**config.mk**
```make
export PLATFORM = sky130hd
export DESIGN_NAME = render_scheduler
export DESIGN_NICKNAME = d
export VERILOG_FILES = /design/src/rtl/render_pkg.sv /design/src/rtl/tri_fetch_pipe.sv /design/src/rtl/render_scheduler.sv
export SDC_FILE = /design/constraint.sdc
export NUM_CORES = 1
export LEC_CHECK = 0
export CAP_MARGIN = 10
export CORE_ASPECT_RATIO = 0.5
export CORE_MARGIN = 5
export CORE_UTILIZATION = 44
export CTS_BUF_LIST = sky130_fd_sc_hd__clkbuf_8
export CTS_CLUSTER_DIAMETER = 150
export DETAILED_ROUTE_END_ITERATION = 8
export GPL_TIMING_DRIVEN = 1
export PLACE_DENSITY = 0.84
export SYNTH_ARGS = -nofsm -noshare
export SYNTH_HDL_FRONTEND = slang
export SYNTH_SLANG_ARGS = --single-unit
```
**constraint.sdc**
```tcl
create_clock -name clk -period 3.3 [get_ports clk]
set_clock_uncertainty 0.2 [all_clocks]
set_input_delay 0.66 -clock clk [delete_from_list [all_inputs] [get_ports clk]]
set_output_delay 0.66 -clock clk [all_outputs]
set_load 0.1 [all_outputs]
```
**src/rtl/render_pkg.sv**
```systemverilog
// Shared types for the render scheduler.
//   TRI_WIDTH     : default width of one packed triangle word
//   triangle_t    : one packed triangle word
//   sched_state_t : frame sequencer states
package render_pkg;

  localparam int TRI_WIDTH = 128;

  typedef logic [TRI_WIDTH-1:0] triangle_t;

  typedef enum logic [2:0] {
    IDLE,
    RRST,
    LOAD,
    START,
    RENDERING
  } sched_state_t;

endpackage

```
**src/rtl/tri_fetch_pipe.sv**
```systemverilog
// Triangle fetch pipe: walks a synchronous triangle RAM from address 0 to
// n-1, one address per cycle, and re-times the returning data into a
// registered triangle output with a one-cycle valid strobe.
// Ports:
//   clk, rst  : clock, synchronous active-high reset
//   start     : one-cycle pulse; the first address is issued on the next cycle
//   n         : number of triangles to fetch (held stable while fetching, >0)
//   addr      : RAM read address (holds its last value when not fetching)
//   tri_data  : RAM read data, READ_LATENCY cycles after addr
//   triangle  : registered triangle word
//   valid     : high for the cycle triangle carries a new word
//   drained   : no more issues pending; the last word is being captured
module tri_fetch_pipe
  import render_pkg::*;
#(
  parameter int TRI_WIDTH     = 128,
  parameter int MAX_TRIANGLES = 64,
  parameter int READ_LATENCY  = 2,
  localparam int ADDR_W = $clog2(MAX_TRIANGLES),
  localparam int CNT_W  = $clog2(MAX_TRIANGLES + 1)
) (
  input  logic                 clk,
  input  logic                 rst,
  input  logic                 start,
  input  logic [CNT_W-1:0]     n,
  output logic [ADDR_W-1:0]    addr,
  input  logic [TRI_WIDTH-1:0] tri_data,
  output logic [TRI_WIDTH-1:0] triangle,
  output logic                 valid,
  output logic                 drained
);

  // Every stage except the last; once these are empty the final word is in
  // the last stage and is captured on this edge.
  localparam int unsigned LOWER_MASK_I = (1 << (READ_LATENCY - 1)) - 1;

  if (READ_LATENCY < 1) begin : g_bad_latency
    $error("READ_LATENCY must be at least 1");
  end

  logic [ADDR_W-1:0]       addr_q, addr_d;
  logic [CNT_W-1:0]        issued_q, issued_d;
  logic                    issue_q, issue_d;
  logic [READ_LATENCY-1:0] pipe_q, pipe_d;
  logic [TRI_WIDTH-1:0]    triangle_q, triangle_d;
  logic                    valid_q, valid_d;

  // issue_q marks that the address currently on addr is a real read.
  always_comb begin
    addr_d   = addr_q;
    issued_d = issued_q;
    issue_d  = 1'b0;
    if (start) begin
      addr_d   = '0;
      issued_d = CNT_W'(1);
      issue_d  = 1'b1;
    end else if (issue_q && (issued_q < n)) begin
      addr_d   = addr_q + ADDR_W'(1);
      issued_d = issued_q + CNT_W'(1);
      issue_d  = 1'b1;
    end
  end

  // Valid shift register tracking each read through the RAM latency.
  assign pipe_d[0] = issue_q;
  for (genvar gi = 1; gi < READ_LATENCY; gi++) begin : g_pipe
    assign pipe_d[gi] = pipe_q[gi-1];
  end

  always_comb begin
    valid_d    = pipe_q[READ_LATENCY-1];
    triangle_d = pipe_q[READ_LATENCY-1] ? tri_data : triangle_q;
  end

  always_ff @(posedge clk) begin
    if (rst) begin
      addr_q     <= '0;
      issued_q   <= '0;
      issue_q    <= 1'b0;
      pipe_q     <= '0;
      triangle_q <= '0;
      valid_q    <= 1'b0;
    end else begin
      addr_q     <= addr_d;
      issued_q   <= issued_d;
      issue_q    <= issue_d;
      pipe_q     <= pipe_d;
      triangle_q <= triangle_d;
      valid_q    <= valid_d;
    end
  end

  assign addr     = addr_q;
  assign triangle = triangle_q;
  assign valid    = valid_q;
  assign drained  = !issue_q && ((pipe_q & READ_LATENCY'(LOWER_MASK_I)) == '0);

endmodule

```
**src/rtl/render_scheduler.sv**
```systemverilog
// Render scheduler: once per frame tick, resets the renderer, streams up to
// MAX_TRIANGLES triangles from the triangle RAM into it, then enables
// rasterisation until the renderer reports completion.
// Optional feature macro: RENDER_WATCHDOG_EN adds a RENDERING timeout of
// WATCHDOG_CYCLES cycles with a sticky timeout flag.
// Ports:
//   clk, rst                      : clock, synchronous active-high reset
//   enable, frame_tick            : frame start gating and pacing pulse
//   tri_count                     : triangles this frame (sampled at frame start)
//   tri_addr / tri_data           : triangle RAM read port
//   render_rst                    : one-cycle renderer reset
//   render_triangle(_valid)       : triangle stream to the renderer
//   render_active / render_done   : rasterise enable and completion
//   busy, frame_count, dropped_ticks, timeout : status for the debug display
module render_scheduler
  import render_pkg::*;
#(
  parameter int TRI_WIDTH       = 128,
  parameter int MAX_TRIANGLES   = 64,
  parameter int READ_LATENCY    = 2,
  parameter int WATCHDOG_CYCLES = 4000000,
  localparam int CNT_W  = $clog2(MAX_TRIANGLES + 1),
  localparam int ADDR_W = $clog2(MAX_TRIANGLES)
) (
  input  logic                 clk,
  input  logic                 rst,
  input  logic                 enable,
  input  logic                 frame_tick,
  input  logic [CNT_W-1:0]     tri_count,
  output logic [ADDR_W-1:0]    tri_addr,
  input  logic [TRI_WIDTH-1:0] tri_data,
  output logic                 render_rst,
  output logic [TRI_WIDTH-1:0] render_triangle,
  output logic                 render_triangle_valid,
  output logic                 render_active,
  input  logic                 render_done,
  output logic                 busy,
  output logic [15:0]          frame_count,
  output logic [15:0]          dropped_ticks,
  output logic                 timeout
);

  if (WATCHDOG_CYCLES < 1) begin : g_bad_watchdog
    $error("WATCHDOG_CYCLES must be at least 1");
  end

  sched_state_t     state_q, state_d;
  logic [CNT_W-1:0] n_q, n_d;
  logic             pending_q, pending_d;
  logic             render_rst_q, render_rst_d;
  logic             render_active_q, render_active_d;
  logic             busy_q, busy_d;
  logic [15:0]      frame_count_q, frame_count_d;
  logic [15:0]      dropped_q, dropped_d;
  logic             leave_idle;
  logic             fetch_start;
  logic             fetch_drained;

`ifdef RENDER_WATCHDOG_EN
  localparam int WD_W = (WATCHDOG_CYCLES > 1) ? $clog2(WATCHDOG_CYCLES) : 1;
  logic [WD_W-1:0] wd_q, wd_d;
  logic            timeout_q, timeout_d;
`endif

  always_comb begin
    state_d         = state_q;
    n_d             = n_q;
    render_rst_d    = 1'b0;
    render_active_d = render_active_q;
    frame_count_d   = frame_count_q;
    leave_idle      = 1'b0;
    fetch_start     = 1'b0;
`ifdef RENDER_WATCHDOG_EN
    wd_d      = wd_q;
    timeout_d = timeout_q;
`endif
    case (state_q)
      IDLE: begin
        if (pending_q && enable) begin
          n_d          = (tri_count > CNT_W'(MAX_TRIANGLES)) ? CNT_W'(MAX_TRIANGLES) : tri_count;
          render_rst_d = 1'b1;
          leave_idle   = 1'b1;
          state_d      = RRST;
        end
      end
      RRST: begin
        if (n_q == '0) begin
          state_d = START;
        end else begin
          fetch_start = 1'b1;
          state_d     = LOAD;
        end
      end
      LOAD: begin
        // Leaving as the last word is captured makes render_active rise one
        // cycle after the final valid.
        if (fetch_drained) begin
          state_d = START;
        end
      end
      START: begin
        render_active_d = 1'b1;
        state_d         = RENDERING;
`ifdef RENDER_WATCHDOG_EN
        wd_d = '0;
`endif
      end
      RENDERING: begin
        if (render_done) begin
          render_active_d = 1'b0;
          frame_count_d   = frame_count_q + 16'd1;
          state_d         = IDLE;
        end
`ifdef RENDER_WATCHDOG_EN
        else if (wd_q == WD_W'(WATCHDOG_CYCLES - 1)) begin
          render_active_d = 1'b0;
          timeout_d       = 1'b1;
          state_d         = IDLE;
        end else begin
          wd_d = wd_q + WD_W'(1);
        end
`endif
      end
      default: state_d = IDLE;
    endcase
    busy_d = (state_d != IDLE);
  end

  // A tick arriving while one is already waiting is lost; a tick in the cycle
  // the waiting one is consumed simply becomes the next pending tick.
  always_comb begin
    pending_d = pending_q;
    dropped_d = dropped_q;
    if (leave_idle) begin
      pending_d = 1'b0;
    end
    if (frame_tick) begin
      pending_d = 1'b1;
      if (pending_q && !leave_idle && (dropped_q != 16'hFFFF)) begin
        dropped_d = dropped_q + 16'd1;
      end
    end
  end

  always_ff @(posedge clk) begin
    if (rst) begin
      state_q         <= IDLE;
      n_q             <= '0;
      pending_q       <= 1'b0;
      render_rst_q    <= 1'b0;
      render_active_q <= 1'b0;
      busy_q          <= 1'b0;
      frame_count_q   <= '0;
      dropped_q       <= '0;
    end else begin
      state_q         <= state_d;
      n_q             <= n_d;
      pending_q       <= pending_d;
      render_rst_q    <= render_rst_d;
      render_active_q <= render_active_d;
      busy_q          <= busy_d;
      frame_count_q   <= frame_count_d;
      dropped_q       <= dropped_d;
    end
  end

`ifdef RENDER_WATCHDOG_EN
  always_ff @(posedge clk) begin
    if (rst) begin
      wd_q      <= '0;
      timeout_q <= 1'b0;
    end else begin
      wd_q      <= wd_d;
      timeout_q <= timeout_d;
    end
  end
  assign timeout = timeout_q;
`else
  assign timeout = 1'b0;
`endif

  tri_fetch_pipe #(
    .TRI_WIDTH     (TRI_WIDTH),
    .MAX_TRIANGLES (MAX_TRIANGLES),
    .READ_LATENCY  (READ_LATENCY)
  ) u_fetch (
    .clk      (clk),
    .rst      (rst),
    .start    (fetch_start),
    .n        (n_q),
    .addr     (tri_addr),
    .tri_data (tri_data),
    .triangle (render_triangle),
    .valid    (render_triangle_valid),
    .drained  (fetch_drained)
  );

  assign render_rst    = render_rst_q;
  assign render_active = render_active_q;
  assign busy          = busy_q;
  assign frame_count   = frame_count_q;
  assign dropped_ticks = dropped_q;

endmodule

```
* Word level (Yosys, flattened, before mapping)
Index checks and enable logic that the tools add are counted.
Operators by class: eq/ne operators 6, muxes and demuxes 18, magnitude comparators 2, reduce and logical (&&, ||, !) cells 19, $add $sub $neg 4
Operators by type and width (number):
- $add A16 B1 Y16 const B | 2
- $ne A16 B16 Y1 const B | 1
- $pmux W3 S5 | 1
- $mux W1 | 12
- $mux W3 | 3
- $reduce_and A2 Y1 | 4
- $add A7 B1 Y7 const B | 1
- $gt A7 B7 Y1 const B | 1
- $logic_not A7 Y1 | 1
- $lt A7 B7 Y1 | 1
- $mux W7 | 1
- $add A6 B1 Y6 const B | 1
- $eq A3 B2 Y1 const B | 2
- $reduce_bool A2 Y1 | 3
- $logic_and A1 B1 Y1 | 5
- $eq A3 B1 Y1 const B | 1
- $eq A3 B3 Y1 const B | 1
- $logic_not A3 Y1 | 1
- $reduce_bool A3 Y1 | 1
- $logic_not A1 Y1 | 2
- $logic_not A2 Y1 | 1
- $ne A2 B2 Y1 const B | 1
- $pmux W1 S2 | 1
- $reduce_or A2 Y1 | 1
Storage, ports and cells: word-level logic and storage cells 64, output and inout port bits 171, register bits 191, input bits 140

* Logic depth before layout (Yosys ltp)
depth after elaboration 7, gate-level depth with buffers 8, gate-level depth less buffers 7

* By module
A second synthesis with hierarchy kept.
Second synthesis, totals: cells, all modules 748, area, all modules 7383.3 sq um
By module, submodules not included:
- tri_fetch_pipe | area an instance 5352.6 sq um, times used 1, cells an instance 515, seq. area each 2902.8 sq um
- render_scheduler | area an instance 2030.7 sq um, times used 1, cells an instance 233, seq. area each 920.9 sq um

* Worst setup path before layout
Ideal clock, no wire load.
kind register -> register, start point register dropped_q[0], in the netlist dropped_ticks[0], end point register dropped_q[1], in the netlist dropped_ticks[1], path buffers 0, arrival time 2.399 ns, slack 0.574 ns, data required time 2.972 ns, setup time 0.128 ns, clock period less this slack 2.726 ns, stages on the path, launching flop included 7, cells stage by stage dfxtp_1 > ha_1 > nand3_1 > or3_1 > o21ai_2 > mux2i_1 > nor2_1
On the way: cells in the longest elaborated chain, start to end 3, elaborated cells between the ends (all ways) 4, classes of those cells add/sub (1); eq/ne (1); reduce/logical (2)
Ends and longest elaborated chain:
- start: declaration | RTL line render_scheduler.sv:54 | logic [15:0] dropped_q, dropped_d;
- start signal: assignment | RTL line render_scheduler.sv:163 | dropped_q <= dropped_d;
- branches (longest 3 deep; another with $add A16 B1 Y16)
Several ways; the timed one is not identified. A chain may end at the register's enable or synchronous reset.

* Worst setup path in the final report
start point register n_q[5], end point register u_fetch.issued_q[5]
On the way: cells in the longest elaborated chain, start to end 4, elaborated cells between the ends (all ways) 6, classes of those cells order compare (1); mux (2); reduce/logical (3)
Ends and longest elaborated chain:
- start: declaration | RTL line render_scheduler.sv:48 | logic [CNT_W-1:0] n_q, n_d;
- start signal: assignment | RTL line render_scheduler.sv:157 | n_q <= n_d;
- branches (longest 4 deep; another with $lt A7 B7 Y1)
- end signal: assignment | RTL line tri_fetch_pipe.sv:85 | issued_q <= issued_d;
- end: declaration | RTL line tri_fetch_pipe.sv:42 | logic [CNT_W-1:0] issued_q, issued_d;
Several ways; the timed one is not identified.

==> metrics <==
outcome finished clean; min cycle time layout 2620 ps; CTS buffer count 17; Antenna Cells 0; type of the tightest min-delay check flip-flop to flip-flop; relative slew slack 0.587; syn avg cell area 9.87 um2; distinct cell type count after synthesis 42; synthesis-to-layout area growth 44.6%; Total Neg Setup Slack 0 ps; most frequent cells in the layout 190 x dfxtp_1, 177 x nor2_1, 174 x buf_4, 138 x clkdlybuf4s50_1, 135 x mux2i_1; Post-CTS Resized 0; Critical Path Max Stage Delay 480 ps; HPWL after DPL 15700 um; I/O pin count 311; Mapped Cells 741; Clock Sinks 191; Fmax 382 MHz; Vias/cell 4.92; slowest stage cell, crit path a2111oi_4; pin count of the biggest net entering global routing 96; post-route clock period utilization 0.794; row count 33; critical path class flip-flop to flip-flop; Nets 1183; CP Buf/Inv Count 1; vias in the first global route 6178; Slew Limit Fails 0; ys flop type dfxtp_1; register area share after synthesis 0.523; non-filler cells, final 1273; Clk pin slew, worst setup/hold paths 100 ps; Sw Ratio 0.270; worst min-delay path endpoint u_fetch.pipe_q[1]$_SDFF_PP0_; total grt overflow 0; required time worst endpoint 3470 ps; P per Cell Area 427 mW/mm2; leak pwr 4.13 nW; Max FO, Critical Path 13; worst reg2reg path startpoint n_q[5]$_SDFFE_PP0P_; startpoint types flip-flop; Fillers 1328; first-pass GRT wire length 31300 um; CTS root buf clkbuf_8; area of the multi-input gates 0.00327 mm2; register-to-register setup slack 680 ps; largest cells by area after synthesis dfxtp_1 52%, mux2i_1 18%, nor2_1 9.1%; H-Tree Depth 4; initial DRC count 208; Logic pwr share 0.124; via count 6269; antenna violations before repair 0; synthesized area 0.00731 mm2; kind of end point of the critical path flip-flop; RSZ-0062 raised after global routing no; most common cell after layout, fill and taps aside dfxtp_1; Die Wd 192 um; Initial Util 0.447; final WL 20600 um; Finish-stage setup viols 0; hold_buf cts 0; core area 0.0164 mm2; placed insts 1241; cell taking the most area after synthesis dfxtp_1; drt drc 0; Post-synth EDFFs 0; Sw Pwr 1.22 mW; post-CTS setup repair buffer count 0; Tightest Pin Transition 615 ps; die height 101 um; synthesized flop and latch total 191; Worst Hold Launch u_fetch.pipe_q[0]$_SDFF_PP0_; Synth async-reset ratio 0; delay-heaviest family, CP compound AO/OA/AOI/OAI gates; maxcap violations 0; Reg2Reg Depth 7; Hold Crit Depth 1; internal power 3.29 mW; WL per Instance 16.2 um; GPL Wtd Cong 0.832; Pre-antenna DRT Iters 4; CP Data Arrival Time 2790 ps; area share of the largest cell type after synthesis 0.523; Clock Path Buffers 2; VDD IR-drop max 0.000279 V; Sequential Power Share 0.529; Cell Chain, Critical Path inv_1, ha_1, and4_1, a2111oi_4, o21ai_2, or3_1, a21oi_1; total die area 0.0195 mm2; post-route ant nets 0; clk_lat worst skew 450 ps; CTS tree yes; Clock power frac 0.348; final hold violation count 0; share of cells above drive strength 1 0.209; Reg area 0.00383 mm2; Syn Nets 891; Global Route Usage Sum 0.201; reg2reg end u_fetch.issued_q[5]$_SDFFE_PP0P_; number of port buffers 309; YS warnings 0
-- final cells by class --
class	instances	area share
clock inverters	14	0.0149
well taps	227	0.0268
flip-flops and latches	191	0.362
multi-input cells	496	0.309
clock buffers	18	0.0234
inverters	12	0.00426
repair buffers	315	0.260
-- stage by stage --
stage | utilization | power [mW] | hold slack, ps | worst slack (ps) | cell area (um2)
2_1_floorplan | - | 2.75 | 239 | 574 | 7310
3_3_place_gp | 0.622 | 2.99 | 255 | 715 | 10200
3_5_place_dp | 0.622 | 3.00 | 250 | 666 | 10200
4_1_cts | 0.647 | 4.56 | 274 | 698 | 10600
5_1_grt | 0.647 | 4.70 | 290 | 517 | 10600
6_report | 0.647 | 4.51 | 273 | 681 | 10600
-- power groups by stage --
stage / combinational (mW) / sequential (mW) / clock (mW)
floorplan: 0.193 / 2.56 / 0
global placement: 0.550 / 2.44 / 0
detailed placement: 0.559 / 2.44 / 0
CTS: 0.561 / 2.39 / 1.62
global route: 0.593 / 2.39 / 1.71
finish: 0.558 / 2.39 / 1.57
-- state kept, by name, indices dropped and copies added, names as in the netlist --
name	count
u_fetch.addr	6
render_active	1
pending_q	1
dropped_ticks	16
n_q	7
u_fetch.triangle	128
u_fetch.pipe_q	2
u_fetch.valid	1
u_fetch.issued_q	7
frame_count	16
busy	1
render_rst	1
u_fetch.issue_q	1
state_q	3
-- cells in the mapped netlist (2+ instances only) --
library cell,number
nor3b_1,7
o21ai_0,12
mux2i_1,135
o31ai_1,2
buf_1,14
or3_1,11
o211ai_1,5
ha_1,10
or2_2,4
a21oi_1,23
dfxtp_1,191
nand3_1,17
nand2_1,15
nor2_1,177
nand4_1,13
nor2b_1,3
a31oi_1,2
nand2b_1,2
o21ai_2,2
and3_1,3
xnor2_1,7
nor3_1,8
clkbuf_1,21
inv_1,12
nor4_1,3
buf_2,5
a21o_1,2
or4_1,2
xor2_1,20
-- kinds of logic (layout without fill, tap and decap cells) --
family,after synthesis,count (layout),synth area share
AO/OA/AOI/OAI,51,51,0.0436
XOR/XNOR,27,27,0.0323
adder cells (fa/ha/maj),10,10,0.0171
buffers and inverters,54,359,0.0301
flip-flops,191,191,0.523
multiplexers,135,135,0.185
other,1,1,0.000513
AND/OR/NAND/NOR,272,272,0.169
-- how the worst max path moves through the flow --
stage / startpoint / to / slack [ps] / depth (start not counted)
6_report: n_q[5]$_SDFFE_PP0P_ / u_fetch.issued_q[5]$_SDFFE_PP0P_ / 680 / 7
2_1_floorplan: dropped_ticks[0]$_SDFFE_PP0P_ / dropped_ticks[1]$_SDFFE_PP0P_ / 570 / 6
3_3_place_gp: enable / n_q[4]$_SDFFE_PP0P_ / 710 / 6
3_5_place_dp: enable / n_q[4]$_SDFFE_PP0P_ / 670 / 6
4_1_cts: n_q[5]$_SDFFE_PP0P_ / u_fetch.issued_q[5]$_SDFFE_PP0P_ / 700 / 7
5_1_grt: n_q[5]$_SDFFE_PP0P_ / u_fetch.issued_q[3]$_SDFFE_PP0P_ / 520 / 7
-- metal layers --
layer  up-vias  share of wire  global-route usage
met5         -              0                   0
met4         0          0.025              0.0739
met3        35          0.053              0.0510
met2       158           0.53               0.366
met1      2976           0.39               0.232
li1       3100              -                   -
Note: power is estimated with default switching activity, not from simulation.
